--- src/rtl/y86_mem_arbiter.sv ---
// Two-port arbiter for the shared y86 memory bus: one access per grant,
// round-robin or fixed priority, with an owner lock for atomic sequences.
module y86_mem_arbiter #(
  parameter int unsigned AW         = 32,
  parameter int unsigned DW         = 32,
  parameter int unsigned RD_LAT     = 0,
  parameter int unsigned FIXED_PRIO = 0
) (
  input  logic          clk,
  input  logic          rst,
  input  logic          p0_req,
  input  logic          p0_we,
  input  logic          p0_lock,
  input  logic [AW-1:0] p0_addr,
  input  logic [DW-1:0] p0_wdata,
  output logic          p0_gnt,
  output logic [DW-1:0] p0_rdata,
  output logic          p0_rvalid,
  input  logic          p1_req,
  input  logic          p1_we,
  input  logic          p1_lock,
  input  logic [AW-1:0] p1_addr,
  input  logic [DW-1:0] p1_wdata,
  output logic          p1_gnt,
  output logic [DW-1:0] p1_rdata,
  output logic          p1_rvalid,
  output logic [AW-1:0] bus_A,
  output logic [DW-1:0] bus_out,
  output logic          bus_WE,
  output logic          bus_RE,
  input  logic [DW-1:0] bus_in
);

  localparam int unsigned CW = 3;

  typedef enum logic [1:0] {S_IDLE, S_ACC, S_WAIT} state_t;

  state_t        state_q;
  logic          owner_q;
  logic          last_q;
  logic          lock_q;
  logic          we_q;
  logic [CW-1:0] wait_q;

  logic          owner_lock_c;
  logic          hold_c;
  logic          elig0_c;
  logic          elig1_c;
  logic          win_c;
  logic          win_we_c;
  logic          win_lock_c;
  logic [AW-1:0] win_addr_c;
  logic [DW-1:0] win_wdata_c;

  // Winner selection, only acted on in IDLE; a held lock excludes the non-owner.
  always_comb begin
    owner_lock_c = owner_q ? p1_lock : p0_lock;
    hold_c       = lock_q && owner_lock_c;
    elig0_c      = p0_req && !(hold_c && owner_q);
    elig1_c      = p1_req && !(hold_c && !owner_q);
    win_c        = elig1_c;
    if (elig0_c && elig1_c) begin
      win_c = (FIXED_PRIO != 0) ? 1'b0 : ~last_q;
    end
    win_we_c    = win_c ? p1_we    : p0_we;
    win_lock_c  = win_c ? p1_lock  : p0_lock;
    win_addr_c  = win_c ? p1_addr  : p0_addr;
    win_wdata_c = win_c ? p1_wdata : p0_wdata;
  end

  // Access sequencer with all bus and requester outputs registered.
  always_ff @(posedge clk or negedge rst) begin
    if (!rst) begin
      state_q   <= S_IDLE;
      owner_q   <= 1'b0;
      last_q    <= 1'b1;
      lock_q    <= 1'b0;
      we_q      <= 1'b0;
      wait_q    <= '0;
      p0_gnt    <= 1'b0;
      p1_gnt    <= 1'b0;
      p0_rvalid <= 1'b0;
      p1_rvalid <= 1'b0;
      p0_rdata  <= '0;
      p1_rdata  <= '0;
      bus_A     <= '0;
      bus_out   <= '0;
      bus_WE    <= 1'b0;
      bus_RE    <= 1'b0;
    end else begin
      p0_gnt    <= 1'b0;
      p1_gnt    <= 1'b0;
      p0_rvalid <= 1'b0;
      p1_rvalid <= 1'b0;
      case (state_q)
        S_IDLE: begin
          if (lock_q && !owner_lock_c) lock_q <= 1'b0;
          if (elig0_c || elig1_c) begin
            owner_q <= win_c;
            last_q  <= win_c;
            lock_q  <= win_lock_c;
            we_q    <= win_we_c;
            bus_A   <= win_addr_c;
            bus_WE  <= win_we_c;
            bus_RE  <= !win_we_c;
            bus_out <= win_we_c ? win_wdata_c : '0;
            p0_gnt  <= !win_c;
            p1_gnt  <= win_c;
            state_q <= S_ACC;
          end
        end
        S_ACC: begin
          if (we_q || RD_LAT == 0) begin
            if (!we_q) begin
              if (owner_q) begin
                p1_rdata  <= bus_in;
                p1_rvalid <= 1'b1;
              end else begin
                p0_rdata  <= bus_in;
                p0_rvalid <= 1'b1;
              end
            end
            bus_A   <= '0;
            bus_out <= '0;
            bus_WE  <= 1'b0;
            bus_RE  <= 1'b0;
            state_q <= S_IDLE;
          end else begin
            wait_q  <= CW'(RD_LAT - 1);
            state_q <= S_WAIT;
          end
        end
        S_WAIT: begin
          if (wait_q == '0) begin
            if (owner_q) begin
              p1_rdata  <= bus_in;
              p1_rvalid <= 1'b1;
            end else begin
              p0_rdata  <= bus_in;
              p0_rvalid <= 1'b1;
            end
            bus_A   <= '0;
            bus_RE  <= 1'b0;
            state_q <= S_IDLE;
          end else begin
            wait_q <= wait_q - CW'(1);
          end
        end
        default: state_q <= S_IDLE;
      endcase
    end
  end

endmodule

--- config.mk ---
export PLATFORM = sky130hd
export DESIGN_NAME = y86_mem_arbiter
export DESIGN_NICKNAME = d
export VERILOG_FILES = /design/src/rtl/y86_mem_arbiter.sv
export SDC_FILE = /design/constraint.sdc
export NUM_CORES = 1
export LEC_CHECK = 0
export ABC_AREA = 1
export BUFFER_PORTS_ARGS = -buffer_cell sky130_fd_sc_hd__buf_2
export CAP_MARGIN = 25
export CORE_AREA = 2 2 118 120
export DETAILED_ROUTE_END_ITERATION = 10
export DIE_AREA = 0 0 120 122
export GPL_TIMING_DRIVEN = 0
export HOLD_SLACK_MARGIN = 0.15
export PLACE_DENSITY = 0.77
export SLEW_MARGIN = 30
export SYNTH_ARGS = -nofsm -noshare
export SYNTH_HDL_FRONTEND = slang
export SYNTH_SLANG_ARGS = --single-unit
--- constraint.sdc ---
create_clock -name clk -period 2.1 [get_ports clk]
set_input_delay 0.105 -clock clk [delete_from_list [all_inputs] [get_ports clk]]
set_output_delay 0.105 -clock clk [all_outputs]
set_load 0.02 [all_outputs]
# Yosys cells after proc, flatten, opt, wreduce, memory -nomap -nowiden
# Cells that the tools add are included.
# Widths: inputs -> output; s select.
[word_totals]
output_inout_bits = 134
elab_cells = 93
in_bits = 168
register_bits = 143
[classes]
n_reduce_logical = 27
n_bitwise = 2
muxes = 42
add_sub_neg = 1
eq_ne = 5
[ops]
columns = ["cell", "count"]
rows = [
  ["$mux 32", 12],
  ["$pmux 32 s2", 3],
  ["$pmux 32 s3", 1],
  ["$mux 1", 19],
  ["$reduce_and 2->1", 5],
  ["$logic_and 1x1->1", 7],
  ["$logic_not 1->1", 6],
  ["$ne 2x2->1 const B", 3],
  ["$pmux 1 s2", 3],
  ["$reduce_and 3->1", 2],
  ["$reduce_bool 2->1", 3],
  ["$mux 2", 2],
  ["$pmux 2 s2", 1],
  ["$logic_not 3->1", 1],
  ["$pmux 1 s3", 1],
  ["$reduce_bool 3->1", 1],
  ["$sub 3x1->3 const B", 1],
  ["$eq 2x1->1 const B", 1],
  ["$eq 2x2->1 const B", 1],
  ["$logic_not 2->1", 1],
  ["$not 1->1", 2],
  ["$logic_or 1x1->1", 1],
]

# Logic depth before layout (Yosys ltp)
[logic_depth]
word_depth = 11
ltp_mapped = 10
depth_no_buf = 9

# Least setup slack after synthesis
# Ideal clock, no wire load.
[synth_path]
path_kind = "register to register"
startpoint = "register owner_q"
endpoint = "register bus_out[0]"
n_path_buf = 2
t_arrival_ns = 1.236
path_slack_ns = 0.746
setup_time_ns = 0.117
synth_period_minus_slack_ns = 1.354
required_time_ns = 1.983
stages_incl_launch_ff = 11
cell_sequence = "dfrtp_1 > inv_2 > nand3_1 > nand2_1 > nand2_1 > nand2_2 > inv_2 > buf_6 > buf_4 > nand3_1 > nand2_1"
[synth_via]
elab_chain_cells = 11
word_cells_on_any_way = 19
cone_classes = "1 x eq/ne; 7 x mux; 11 x reduce/logical"
[synth_rtl]
columns = ["element", "line", "text"]
rows = [
  ["start, declared", "39", "logic owner_q;"],
  ["start signal, assigned", "99", "owner_q <= win_c;"],
  ["$mux 1", "57", "owner_lock_c = owner_q ? p1_lock : p0_lock;"],
  ["$logic_and 1x1->1", "58", "hold_c = lock_q && owner_lock_c;"],
  ["$logic_and 1x1->1 (on tied branches)", "59, 60", ""],
  ["$logic_not 1->1 (on tied branches)", "59, 60", ""],
  ["$logic_and 1x1->1 (on tied branches)", "59, 60", ""],
  ["$logic_and 1x1->1", "62", "if (elig0_c && elig1_c) begin"],
  ["$mux 1", "62", ""],
  ["$mux 32 / $mux 1 (equally long branches)", "68, 65", ""],
  ["$mux 32", "106", "bus_out <= win_we_c ? win_wdata_c : '0;"],
  ["$mux 32", "98", "if (elig0_c || elig1_c) begin"],
  ["$pmux 32 s2", "95", "case (state_q)"],
  ["end signal, assigned", "106", ""],
  ["end, declared", "28", "output logic [DW-1:0] bus_out,"],
]
# Several ways; a longest one is shown, not always the timed one. The select of a mux whose other input is x is not followed.
# A chain may end at the register's enable or synchronous reset.

# Worst setup path after layout
[layout_path]
startpoint = "register owner_q"
endpoint = "register bus_out[21]"
# Same word-level chain as after synthesis.

==> results.py <==
metrics = {
    "cells_and_area": {
        "nets": 1393,
        "drive_above_1_share": 0.315,
        "syn_to_final_growth_pct": 65.5,
        "final_common_cell": "buf_2",
        "layout_common_cells": "322 x buf_2, 304 x nand2_1, 164 x dlygate4sd3_1",
        "fillers": 850,
    },
    "cts": {
        "clk_pin_slew_ns": 0.05,
        "clockBufferDepth": 2,
        "cts-root-buf": "clkbuf_16",
        "cts_buffers": 17,
        "cts_tree": "yes",
        "cts_sinks": 139,
        "htree_levels": 4,
        "clk_latency_ns": 0.41,
    },
    "power": {
        "p_total_w": 0.0127,
        "peakVddDrop_v": 0.00103,
        "powerDensity_mw_per_mm2": 1240,
        "leakage_nw": 5.80,
    },
    "yosys": {
        "seq_area_frac_synth": 0.565,
        "synth_fp_nets": 905,
        "netlist_top_cells_area": "dfrtp_1 56%, nand2_1 19%, nand3_1 5.4%",
        "syn_area_sq_mm": 0.00616,
        "syn_area_per_cell_sq_um": 8.36,
        "syn_inst": 737,
        "synth-seq-cells": 139,
        "yosysTopAreaCellShare": 0.560,
        "synth_cell_types": 19,
        "yosysWarnings": 0,
        "yosys.area.top_type": "dfrtp_1",
    },
    "route": {
        "dr.pass1.iters": 5,
        "route.vias.total": 7411,
        "drc": 0,
        "drt-total-wl_microns": 24700,
        "wl_per_cell_microns": 17.4,
        "first_iter_violations": 669,
        "ant_nets": 0,
        "vias_per_cell": 5.23,
    },
    "critical_path": {
        "crit_path_start_kind": "flip-flop",
        "max_stage_delay_ns": 0.58,
        "worstPathRequired_ns": 2.39,
        "slowest_stage": "dlygate4sd3_1",
        "critical_path.max_fanout": 10,
        "crit_path_frequent_cell": "nand2_1",
        "cp_num_buf_inv": 4,
        "crit_family": "buffers and inverters",
        "cp_cell_sequence": "inv_2 > nand3_1 > nand2_1 > inv_2 > nand2_4 > buf_6 > nand2_1 > nand2_1 > dlygate4sd3_1 > nand3_1 > nand2_1",
        "critPathCaptureType": "flip-flop",
        "critPathKind": "flip-flop to flip-flop",
        "critPathArrivalTime_ns": 2.36,
    },
    "floorplanning": {
        "core_sq_mm": 0.0135,
        "die_h_microns": 122,
        "ios": 302,
        "rows": 43,
        "die_area_sq_mm": 0.0146,
        "initial_utilization": 0.456,
        "die_x_microns": 120,
    },
    "timing": {
        "setup_viol": 0,
        "fin_skew_ns": 0.00345,
        "tightest_slew_ns": 0.678,
        "fmax_mhz": 482,
        "min_period_ns": 2.07,
        "max_slew_margin": 0.548,
        "setup-tns-final_ns": 0,
        "finalHoldViolations": 0,
        "drv_slew": 0,
        "fin_crit_sh": 0.988,
    },
    "run_status": {
        "status": "complete, no violations",
    },
    "placement": {
        "io_buffer_count": 301,
        "dp_hpwl_microns": 13900,
        "gp_congestion": 0.839,
    },
    "global_routing": {
        "grt_max_degree": 75,
        "grt_use_total": 0.332,
        "grt_pass1_wl_microns": 37300,
        "grt_overflow": 0,
        "antenna_found_initial": 1,
        "grt_pass1_vias": 7424,
    },
    "flow_run": {
        "drv_cap": 0,
    },
    "worst_hold_path": {
        "holdCritPathClass": "primary input to flip-flop",
    },
}
-- cells in the mapped netlist, drive strengths merged --
master	count
nor2	2
o211ai	34
dfstp	1
clkbuf	11
nand2	307
nor3	2
inv	73
buf	34
dfrtp	138
nand3	68
o21ai	67
-- final timing paths --
kind	from	end	slack (ns)	depth (start not counted)
max	owner_q$_DFFE_PN0P_	bus_out[21]$_DFFE_PN0P_	0.03	11
min	p1_we	bus_RE$_DFFE_PN0P_	0.16	4
max reg2reg	owner_q$_DFFE_PN0P_	bus_out[21]$_DFFE_PN0P_	0.03	11
min reg2reg	bus_A[8]$_DFFE_PN0P_	bus_A[8]$_DFFE_PN0P_	0.48	2
max in group asynchronous	rst	bus_out[4]$_DFFE_PN0P_	1.14	3
min in group asynchronous	rst	bus_A[4]$_DFFE_PN0P_	0.22	2
-- logic make-up after synthesis --
kind of cell / after synthesis / share of synthesized area
AO/OA/AOI/OAI: 101 / 0.104
flip-flops: 139 / 0.565
buffers and inverters: 118 / 0.0840
AND/OR/NAND/NOR: 379 / 0.247
-- through the flow --
stage               instance area, sq um  utilization  hold slack, ns  cells  setup WS, ns
floorplan                           6160            -          -0.191    737         0.746
global placement                    7900        0.585           0.356   1218         -1.00
detailed placement                  7930        0.587          0.0899   1219         0.235
CTS                                10200        0.752           0.169   1414        0.0260
global route                       10200        0.755           0.204   1418       -0.0581
finish                             10200        0.755           0.160   1418        0.0251
-- sequential cells by signal (all words and copies together) (netlist names), 32 cells and up --
signal / cells
bus_A: 32
bus_out: 32
p0_rdata: 32
p1_rdata: 32
-- timing repair --
| item | 4_1_cts | 5_1_grt |
|---|---|---|
| endpoints found under the setup margin | 0 | 9 |
| buffers inserted | 0 | 3 |
| resized for setup | 0 | 6 |
| hold buffers | 164 | 0 |
| endpoints found under the hold margin | 271 | 0 |
-- per-layer routing --
layer / up-vias / global-route usage / wire, microns
met2: 543 / 0.563 / 12000
met3: 123 / 0.0988 / 2600
met1: 3443 / 0.369 / 8790
met4: 0 / 0.201 / 1250
met5: - / 0 / 0
li1: 3302 / - / -
-- worst min-delay path: cells and delay by family --
kind	cells	cell delay [ns]
AO/OA/AOI/OAI	1	0.09
buffers and inverters	1	0.08
AND/OR/NAND/NOR	2	0.24
-- layout make-up --
class / instances / area, sq um / share of cell area
antenna: 1 / 2.50 / 0.000245
buffer: 45 / 249 / 0.0244
tap: 180 / 225 / 0.0221
clock buffer: 21 / 460 / 0.0451
inverter: 73 / 274 / 0.0269
sequential: 139 / 3480 / 0.341
clock inverter: 10 / 118 / 0.0115
multi-input combinational: 480 / 2180 / 0.214
timing repair buffer: 469 / 3210 / 0.315
-- power by group --
group	leakage (nW)	switching, W	internal [W]
clock network	0.272	0.00113	0.00180
registers	1.77	0.000585	0.00371
logic	3.76	0.00360	0.00183
total	5.80	0.00531	0.00734
Note: power is estimated with default switching activity, not from simulation.
